<file path="src/rtl/multicycle_controller.sv">
// Multicycle MIPS control FSM: sequences IF/ID/EX/MEM/WB over a shared memory port and ALU.
// Optional performance counters (cycle_cnt, instr_cnt) are enabled by defining MC_PERF_CNT_EN.
module multicycle_controller #(
  parameter int unsigned RA_REG = 31
) (
  input  logic        clk,
  input  logic        reset,
  input  logic [5:0]  OpCode,
  input  logic [5:0]  Funct,
  input  logic        Zero,
  input  logic        mem_ready,
  output logic        PCWrite,
  output logic        PCWriteCond,
  output logic        IorD,
  output logic        MemRead,
  output logic        MemWrite,
  output logic        IRWrite,
  output logic        RegWrite,
  output logic [1:0]  RegDst,
  output logic [1:0]  MemtoReg,
  output logic [1:0]  ALUSrcA,
  output logic [1:0]  ALUSrcB,
  output logic [1:0]  PCSource,
  output logic [4:0]  ra_idx,
  output logic [2:0]  state,
  output logic        illegal
`ifdef MC_PERF_CNT_EN
  ,
  output logic [31:0] cycle_cnt,
  output logic [31:0] instr_cnt
`endif
);

  typedef enum logic [2:0] {
    S_IF  = 3'd0,
    S_ID  = 3'd1,
    S_EX  = 3'd2,
    S_MEM = 3'd3,
    S_WB  = 3'd4
  } state_t;

  localparam logic [5:0] OP_RTYPE = 6'h00;
  localparam logic [5:0] OP_J     = 6'h02;
  localparam logic [5:0] OP_JAL   = 6'h03;
  localparam logic [5:0] OP_BEQ   = 6'h04;
  localparam logic [5:0] OP_ADDI  = 6'h08;
  localparam logic [5:0] OP_ADDIU = 6'h09;
  localparam logic [5:0] OP_SLTI  = 6'h0a;
  localparam logic [5:0] OP_SLTIU = 6'h0b;
  localparam logic [5:0] OP_ANDI  = 6'h0c;
  localparam logic [5:0] OP_LUI   = 6'h0f;
  localparam logic [5:0] OP_LW    = 6'h23;
  localparam logic [5:0] OP_SW    = 6'h2b;

  localparam logic [5:0] FN_SLL  = 6'h00;
  localparam logic [5:0] FN_SRL  = 6'h02;
  localparam logic [5:0] FN_SRA  = 6'h03;
  localparam logic [5:0] FN_JR   = 6'h08;
  localparam logic [5:0] FN_JALR = 6'h09;

  state_t state_reg;
  state_t state_next;

  logic is_rtype, is_j, is_jal, is_beq, is_lw, is_sw, is_itype;
  logic is_jr, is_jalr, is_shift, is_supported, is_jump;

  // The branch condition is applied outside the FSM via PCWriteCond.
  logic unused_zero;
  assign unused_zero = Zero;

  // Opcode / function decode
  always_comb begin
    is_rtype     = (OpCode == OP_RTYPE);
    is_j         = (OpCode == OP_J);
    is_jal       = (OpCode == OP_JAL);
    is_beq       = (OpCode == OP_BEQ);
    is_lw        = (OpCode == OP_LW);
    is_sw        = (OpCode == OP_SW);
    is_itype     = (OpCode == OP_ADDI)  || (OpCode == OP_ADDIU) ||
                   (OpCode == OP_SLTI)  || (OpCode == OP_SLTIU) ||
                   (OpCode == OP_ANDI)  || (OpCode == OP_LUI);
    is_jr        = is_rtype && (Funct == FN_JR);
    is_jalr      = is_rtype && (Funct == FN_JALR);
    is_shift     = is_rtype && ((Funct == FN_SLL) || (Funct == FN_SRL) || (Funct == FN_SRA));
    is_supported = is_rtype || is_j || is_jal || is_beq || is_lw || is_sw || is_itype;
    is_jump      = is_j || is_jal || is_jr || is_jalr;
  end

  // State register
  always_ff @(posedge clk or negedge reset) begin
    if (!reset) begin
      state_reg <= S_IF;
    end else begin
      state_reg <= state_next;
    end
  end

  // Next-state logic
  always_comb begin
    state_next = state_reg;
    case (state_reg)
      S_IF: begin
        if (mem_ready) state_next = S_ID;
      end
      S_ID: begin
        if (!is_supported || is_jump) state_next = S_IF;
        else                          state_next = S_EX;
      end
      S_EX: begin
        if (is_beq)             state_next = S_IF;
        else if (is_lw || is_sw) state_next = S_MEM;
        else                    state_next = S_WB;
      end
      S_MEM: begin
        if (mem_ready) state_next = is_lw ? S_WB : S_IF;
      end
      S_WB:    state_next = S_IF;
      default: state_next = S_IF;
    endcase
  end

  // Output logic; everything is forced low while reset is held.
  always_comb begin
    PCWrite     = 1'b0;
    PCWriteCond = 1'b0;
    IorD        = 1'b0;
    MemRead     = 1'b0;
    MemWrite    = 1'b0;
    IRWrite     = 1'b0;
    RegWrite    = 1'b0;
    RegDst      = 2'b00;
    MemtoReg    = 2'b00;
    ALUSrcA     = 2'b00;
    ALUSrcB     = 2'b00;
    PCSource    = 2'b00;
    illegal     = 1'b0;
    if (reset) begin
      case (state_reg)
        S_IF: begin
          MemRead = 1'b1;
          ALUSrcB = 2'b01;
          if (mem_ready) begin
            IRWrite = 1'b1;
            PCWrite = 1'b1;
          end
        end
        S_ID: begin
          ALUSrcB = 2'b11;
          if (!is_supported) begin
            illegal = 1'b1;
          end else if (is_j || is_jal) begin
            PCSource = 2'b10;
            PCWrite  = 1'b1;
          end else if (is_jr || is_jalr) begin
            PCSource = 2'b11;
            PCWrite  = 1'b1;
          end
          if (is_jal || is_jalr) begin
            RegWrite = 1'b1;
            RegDst   = 2'b10;
            MemtoReg = 2'b10;
          end
        end
        S_EX: begin
          if (is_beq) begin
            ALUSrcA     = 2'b01;
            ALUSrcB     = 2'b00;
            PCSource    = 2'b01;
            PCWriteCond = 1'b1;
          end else if (is_shift) begin
            ALUSrcA = 2'b10;
            ALUSrcB = 2'b00;
          end else if (is_rtype) begin
            ALUSrcA = 2'b01;
            ALUSrcB = 2'b00;
          end else begin
            ALUSrcA = 2'b01;
            ALUSrcB = 2'b10;
          end
        end
        S_MEM: begin
          IorD     = 1'b1;
          MemRead  = is_lw;
          MemWrite = is_sw;
        end
        S_WB: begin
          RegWrite = 1'b1;
          if (is_lw) begin
            MemtoReg = 2'b01;
            RegDst   = 2'b00;
          end else if (is_rtype) begin
            MemtoReg = 2'b00;
            RegDst   = 2'b01;
          end
        end
        default: begin
        end
      endcase
    end
  end

  assign state  = state_reg;
  assign ra_idx = 5'(RA_REG);

`ifdef MC_PERF_CNT_EN
  logic [31:0] cycle_cnt_reg;
  logic [31:0] instr_cnt_reg;

  // An instruction retires whenever the FSM re-enters IF from any other phase.
  always_ff @(posedge clk or negedge reset) begin
    if (!reset) begin
      cycle_cnt_reg <= 32'd0;
      instr_cnt_reg <= 32'd0;
    end else begin
      cycle_cnt_reg <= cycle_cnt_reg + 32'd1;
      if ((state_reg != S_IF) && (state_next == S_IF)) begin
        instr_cnt_reg <= instr_cnt_reg + 32'd1;
      end
    end
  end

  assign cycle_cnt = cycle_cnt_reg;
  assign instr_cnt = instr_cnt_reg;
`endif

endmodule
</file>
<file path="config.mk">
export PLATFORM = sky130hd
export DESIGN_NAME = multicycle_controller
export DESIGN_NICKNAME = d
export VERILOG_FILES = /design/src/rtl/multicycle_controller.sv
export SDC_FILE = /design/constraint.sdc
export NUM_CORES = 1
export LEC_CHECK = 0
export BUFFER_PORTS_ARGS = -buffer_cell sky130_fd_sc_hd__buf_4
export CORE_AREA = 2 2 40 42
export CTS_CLUSTER_SIZE = 8
export DETAILED_ROUTE_END_ITERATION = 12
export DIE_AREA = 0 0 42 44
export GPL_TIMING_DRIVEN = 0
export PLACE_DENSITY = 0.82
export SETUP_SLACK_MARGIN = 0.02
export SLEW_MARGIN = 20
export SYNTH_ARGS = -nofsm -noshare
export SYNTH_HDL_FRONTEND = slang
export SYNTH_SLANG_ARGS = --single-unit
</file>
<file path="constraint.sdc">
create_clock -name clk -period 2.55 [get_ports clk]
set_input_delay 0.1275 -clock clk [delete_from_list [all_inputs] [get_ports clk]]
set_output_delay 0.1275 -clock clk [all_outputs]
set_load 0.01 [all_outputs]
</file>
==> flow_summary.toml, run 1 <==
[power]
leakagePower_nw = 0.389
ir_worst_vdd_uv = 252
power.density_nw_per_um2 = 320

[placement]
io_buffers = 34
globalplace.congestion = 0.820
post_dp_cell_area_um2 = 826
dp_hpwl_um = 1270

[job]
drv_cap = 0

[global_routing]
grt_pass1_vias = 646
track_usage = 0.172
grt_max_degree = 11
grt_pass1_wl_um = 2580
gr-total-overflow = 0
antenna_found_initial = 0

[sta]
setup_viol = 0
min_period_ns = 1.94
grt_setup_unrepaired = "no"
fin_setup_tns_ns = 0
fmax_mhz = 516
drv_slew = 0
fin_crit_sh = 0.760
hold_ws_ns = 0.125
hold_viol = 0
finalClockSkew_ns = 0.00424

[layout]
drive_gt1_frac = 0.411
nets = 141
final_cell_mix = "40 x buf_4, 11 x nor2_1, 7 x nand2_1"
final_area_um2 = 862
synthToLayoutAreaGrowth_pct = 61.0
fill_cells = 137
largest_register_ff_count = 3
final_util = 0.608
num_antenna_cells = 0
mostFrequentLayoutCell = "buf_4"

[synth]
ys_seq_elements = 3
yosysSeqAreaShare = 0.140
async_flop_share = 1.00
synth_edf_count = 0
synthCells = 81
ys_warn_count = 0
syn_area_um2 = 536
synth_ff_type = "dfrtp_1"
ys_types = 35
avgSynthCellArea_um2 = 6.61

[clock_tree]
path_clk_slew_ns = 0.04
cts_buffers = 3
cts_hold_buf = 1
cts_tree = "built"
post_cts.repair.setup_buffers = 0
cts_sinks = 3
cts_root_buf = "clkbuf_4"
cts_resized = 0
h-tree-depth = 1
clock_latency_ns = 0.23
clk_path_buf_depth = 2

[worst_setup_path]
critPathRequiredTime_ns = 2.42
cp_slowest_cell = "dfrtp_1"
cp_slowest_stage_delay_ns = 0.45
worstSetupEndpointType = "output port"
crit_type = "reg -> out"
crit_arrival_ns = 1.81
cp-start-kind = "register"
worst-path-max-fanout = 9
path_cells = "nand2b_1, or2_1, clkbuf_1, o31a_1, o21ai_0, buf_4"

[floorplan]
initial_utilization = 0.377
fp-row-count = 14
core-area_um2 = 1420
dieWidth_um = 42
ios = 42
dieArea_um2 = 1850
fp.dieH_um = 44

[drt]
drc = 0
wl_per_cell_um = 11.4
drt_pass1_iterations = 4
vias_per_cell = 5.11
routed_wl_um = 1600
num_vias = 716
ant_nets = 0
drt_iter0_markers = 11

[hold_path]
min_path_type = "in -> reg"

[run_status]
status = "completed"
==> worst max-delay path, delay by kind of cell, from the launching register on <==
family / cells / cell delay (ns)
flops: 1 / 0.45
buf+inv: 2 / 0.32
simple gates: 2 / 0.44
compound gates: 2 / 0.37
==> worst paths after layout <==
check,start,to,slack (ns),cells past startpoint
max,state[2],RegWrite,0.61,6
min,mem_ready,state[0],0.13,2
max reg2reg,state[0],state[1],1.22,3
min reg2reg,state[1],state[2],0.67,2
max in group asynchronous,reset,state[2],2.20,2
min in group asynchronous,reset,state[0],0.25,2
==> cell usage after synthesis, types with 2 or more instances <==
cell type / instances / area, um2
o21bai_1: 3 / 22.5
nand3_1: 5 / 25.0
o21a_1: 2 / 15.0
a21oi_1: 4 / 20.0
dfrtp_1: 3 / 75.1
clkbuf_1: 3 / 11.3
buf_4: 6 / 45.0
nand2_1: 7 / 26.3
nor2b_1: 3 / 18.8
nor3_1: 5 / 25.0
nor2_1: 11 / 41.3
or3_1: 2 / 12.5
nand2b_1: 5 / 31.3
==> logic make-up after synthesis <==
family	Yosys count	share of synthesized area
DFF	3	0.140
and+or+nand+nor	48	0.484
muxes	1	0.0210
buffers and inverters	11	0.121
other	1	0.00700
AOI/OAI and AO/OA	17	0.227
==> area by class of cell <==
type                            count  area [um2]  area share
Tap cell                           16        20.0      0.0232
Multi-Input combinational cell     71         410       0.476
Sequential cell                     3        75.1      0.0871
Buffer                             10        61.3      0.0711
Clock buffer                        4        26.3      0.0305
Inverter                            1        3.75     0.00435
Timing Repair Buffer               35         265       0.308
==> per-stage QoR <==
| step | cells | total power, mW | worst slack (ns) |
|---|---|---|---|
| 2_1_floorplan | 85 | 0.133 | 0.964 |
| 3_3_place_gp | 135 | 0.189 | 0.869 |
| 5_1_grt | 140 | 0.297 | 0.513 |
| 4_1_cts | 140 | 0.279 | 0.595 |
| 6_report | 140 | 0.276 | 0.612 |
| 3_5_place_dp | 135 | 0.192 | 0.845 |
==> power by group <==
group | leakage (nW) | total (mW) | switching [mW] | internal [mW]
registers | 0.0396 | 0.0599 | 0.00700 | 0.0529
logic | 0.334 | 0.135 | 0.0666 | 0.0683
clock network | 0.0150 | 0.0809 | 0.0224 | 0.0585
total | 0.389 | 0.276 | 0.0961 | 0.180
==> per-layer routing <==
layer	global-route usage	share of wire	up-vias
met3	0.0250	0.066	0
li1	-	-	363
met5	0	0	-
met2	0.331	0.52	29
met4	0.0323	0	0
met1	0.204	0.41	324
Note: power is estimated with default switching activity, not from simulation.
==> run 2: changes to the inputs <==
--- a/config.mk
+++ b/config.mk
@@ -6,12 +6,12 @@
 export NUM_CORES = 1
 export LEC_CHECK = 0
 export BUFFER_PORTS_ARGS = -buffer_cell sky130_fd_sc_hd__buf_4
-export CORE_AREA = 2 2 40 42
+export CORE_AREA = 2 2 43 45
 export CTS_CLUSTER_SIZE = 8
 export DETAILED_ROUTE_END_ITERATION = 12
-export DIE_AREA = 0 0 42 44
+export DIE_AREA = 0 0 45 47
 export GPL_TIMING_DRIVEN = 0
-export PLACE_DENSITY = 0.82
+export PLACE_DENSITY = 0.75
 export SETUP_SLACK_MARGIN = 0.02
 export SLEW_MARGIN = 20
 export SYNTH_ARGS = -nofsm -noshare
==> constraint.sdc (replaced) <==
create_clock -name clk -period 1.73 [get_ports clk]
set_input_delay 0.0865 -clock clk [delete_from_list [all_inputs] [get_ports clk]]
set_output_delay 0.0865 -clock clk [all_outputs]
set_load 0.01 [all_outputs]
==> run 2 against run 1 <==
Die area grew 14%. Clock power grew 68%. Worst hold slack lost 0.065 ns. Combinational power grew 77%. Largest power group unchanged. Largest cell class unchanged.
==> flow_summary.toml, run 2 (synthesis gave the netlist of run 1 again) <==
[sta]
min_period_ns = 1.67
hold_viol = 0
hold_ws_ns = 0.0598
drv_slew = 0
fmax_mhz = 597
setup_viol = 0
fin_crit_sh = 0.968
fin_setup_tns_ns = 0
finalClockSkew_ns = 0.0122
grt_setup_unrepaired = "yes"

[clock_tree]
h-tree-depth = 1
clk_path_buf_depth = 2
clock_latency_ns = 0.25
cts_root_buf = "clkbuf_4"
cts_sinks = 3
path_clk_slew_ns = 0.05
cts_tree = "built"
cts_buffers = 3

[floorplan]
initial_utilization = 0.324
dieArea_um2 = 2120
ios = 42
fp.dieH_um = 47
fp-row-count = 15
core-area_um2 = 1650
dieWidth_um = 45

[worst_setup_path]
worst-path-max-fanout = 7
cpLargestDelayFamily = "simple AND/OR/NAND/NOR gates"
worstSetupEndpointType = "output port"
crit_arrival_ns = 1.59
r2r_end = "state[1]"
crit_type = "reg -> out"
cp_slowest_cell = "dfrtp_2"
cp_num_buf_inv = 1
cp-start-kind = "register"
critPathRequiredTime_ns = 1.64
cp_slowest_stage_delay_ns = 0.43
rr_worst_depth = 3
r2r_slack_ns = 0.38
path_cells = "nand2b_4, or2_4, o31a_1, o21ai_1, buf_4"
regToRegStartpoint = "state[1]"

[run_status]
status = "completed"

[hold_path]
whs_path_depth = 2
min_path_type = "in -> reg"
min_to = "state[0]"
min_from = "mem_ready"

[power]
power.internal_mw = 0.290
combinationalPowerShare = 0.514
ir_worst_vdd_uv = 335
report.power.total_mw = 0.464
switchingPower_mw = 0.174
power.density_nw_per_um2 = 491
leakagePower_nw = 0.413
power_frac_seq = 0.193
clkPwrFrac = 0.293
p_sw_frac = 0.376

[layout]
drive_gt1_frac = 0.512
nets = 142
largest_register_ff_count = 3
synthToLayoutAreaGrowth_pct = 76.6
final_cell_mix = "42 x buf_4, 11 x nor2_1, 7 x nand2_1, 5 x nand3_1, 5 x conb_1"
num_antenna_cells = 0
mostFrequentLayoutCell = "buf_4"
instances_no_fill = 142

[global_routing]
grt_pass1_vias = 612
grt_max_degree = 11
track_usage = 0.163
antenna_found_initial = 0
grt_pass1_wl_um = 2570
gr-total-overflow = 0

[drt]
wl_per_cell_um = 13.0
routed_wl_um = 1840
drt_iter0_markers = 6
drc = 0
ant_nets = 0
num_vias = 757
drt_pass1_iterations = 4
vias_per_cell = 5.33

[job]
drv_cap = 0

[placement]
dp_hpwl_um = 1270
globalplace.congestion = 0.772
dp_cells = 136
io_buffers = 34
==> run 2: how the worst max path moves through the flow <==
stage | from | endpoint | cells past startpoint
6_report | state[1] | RegWrite | 5
5_1_grt | state[2] | ALUSrcA[1] | 5
4_1_cts | state[1] | RegWrite | 5
3_5_place_dp | OpCode[3] | RegDst[1] | 7
3_3_place_gp | state[2] | RegWrite | 6
2_1_floorplan | state[1] | MemtoReg[0] | 3
==> run 2: repair_timing <==
action	CTS	global route
endpoints found under the hold margin	3	0
pin swaps	0	1
gates resized for setup	8	11
buffers inserted	1	1
hold buffers	1	0
setup endpoints to repair	8	6
==> run 2: layout make-up <==
class | instances | area [um2]
buffer | 9 | 65.1
clock buffer | 4 | 26.3
fill | 151 | 706
inverter | 1 | 3.75
multi-input combinational | 71 | 472
sequential | 3 | 77.6
tap | 17 | 21.3
timing repair buffer | 37 | 280
==> run 2: power groups by stage <==
stage,clock network [mW],registers [mW],logic (mW)
2_1_floorplan,0,0.0901,0.105
3_3_place_gp,0,0.0882,0.192
3_5_place_dp,0,0.0884,0.195
4_1_cts,0.136,0.0861,0.209
5_1_grt,0.143,0.0901,0.259
6_report,0.136,0.0897,0.239
==> run 2: routing by layer <==
layer  track usage  part of all wire  up-vias
li1              -                 -      369
met3        0.0423             0.088        2
met4        0.0353            0.0054        0
met1         0.212              0.40      347
met5             0                 0        -
met2         0.271              0.51       39
==> run 2: through the flow <==
step	cell area, um2	setup WS [ns]	utilization
floorplan	551	0.206	-
global placement	827	0.0858	0.501
detailed placement	827	0.0723	0.501
CTS	891	0.0190	0.539
global route	946	0.000664	0.573
finish	946	0.0562	0.573
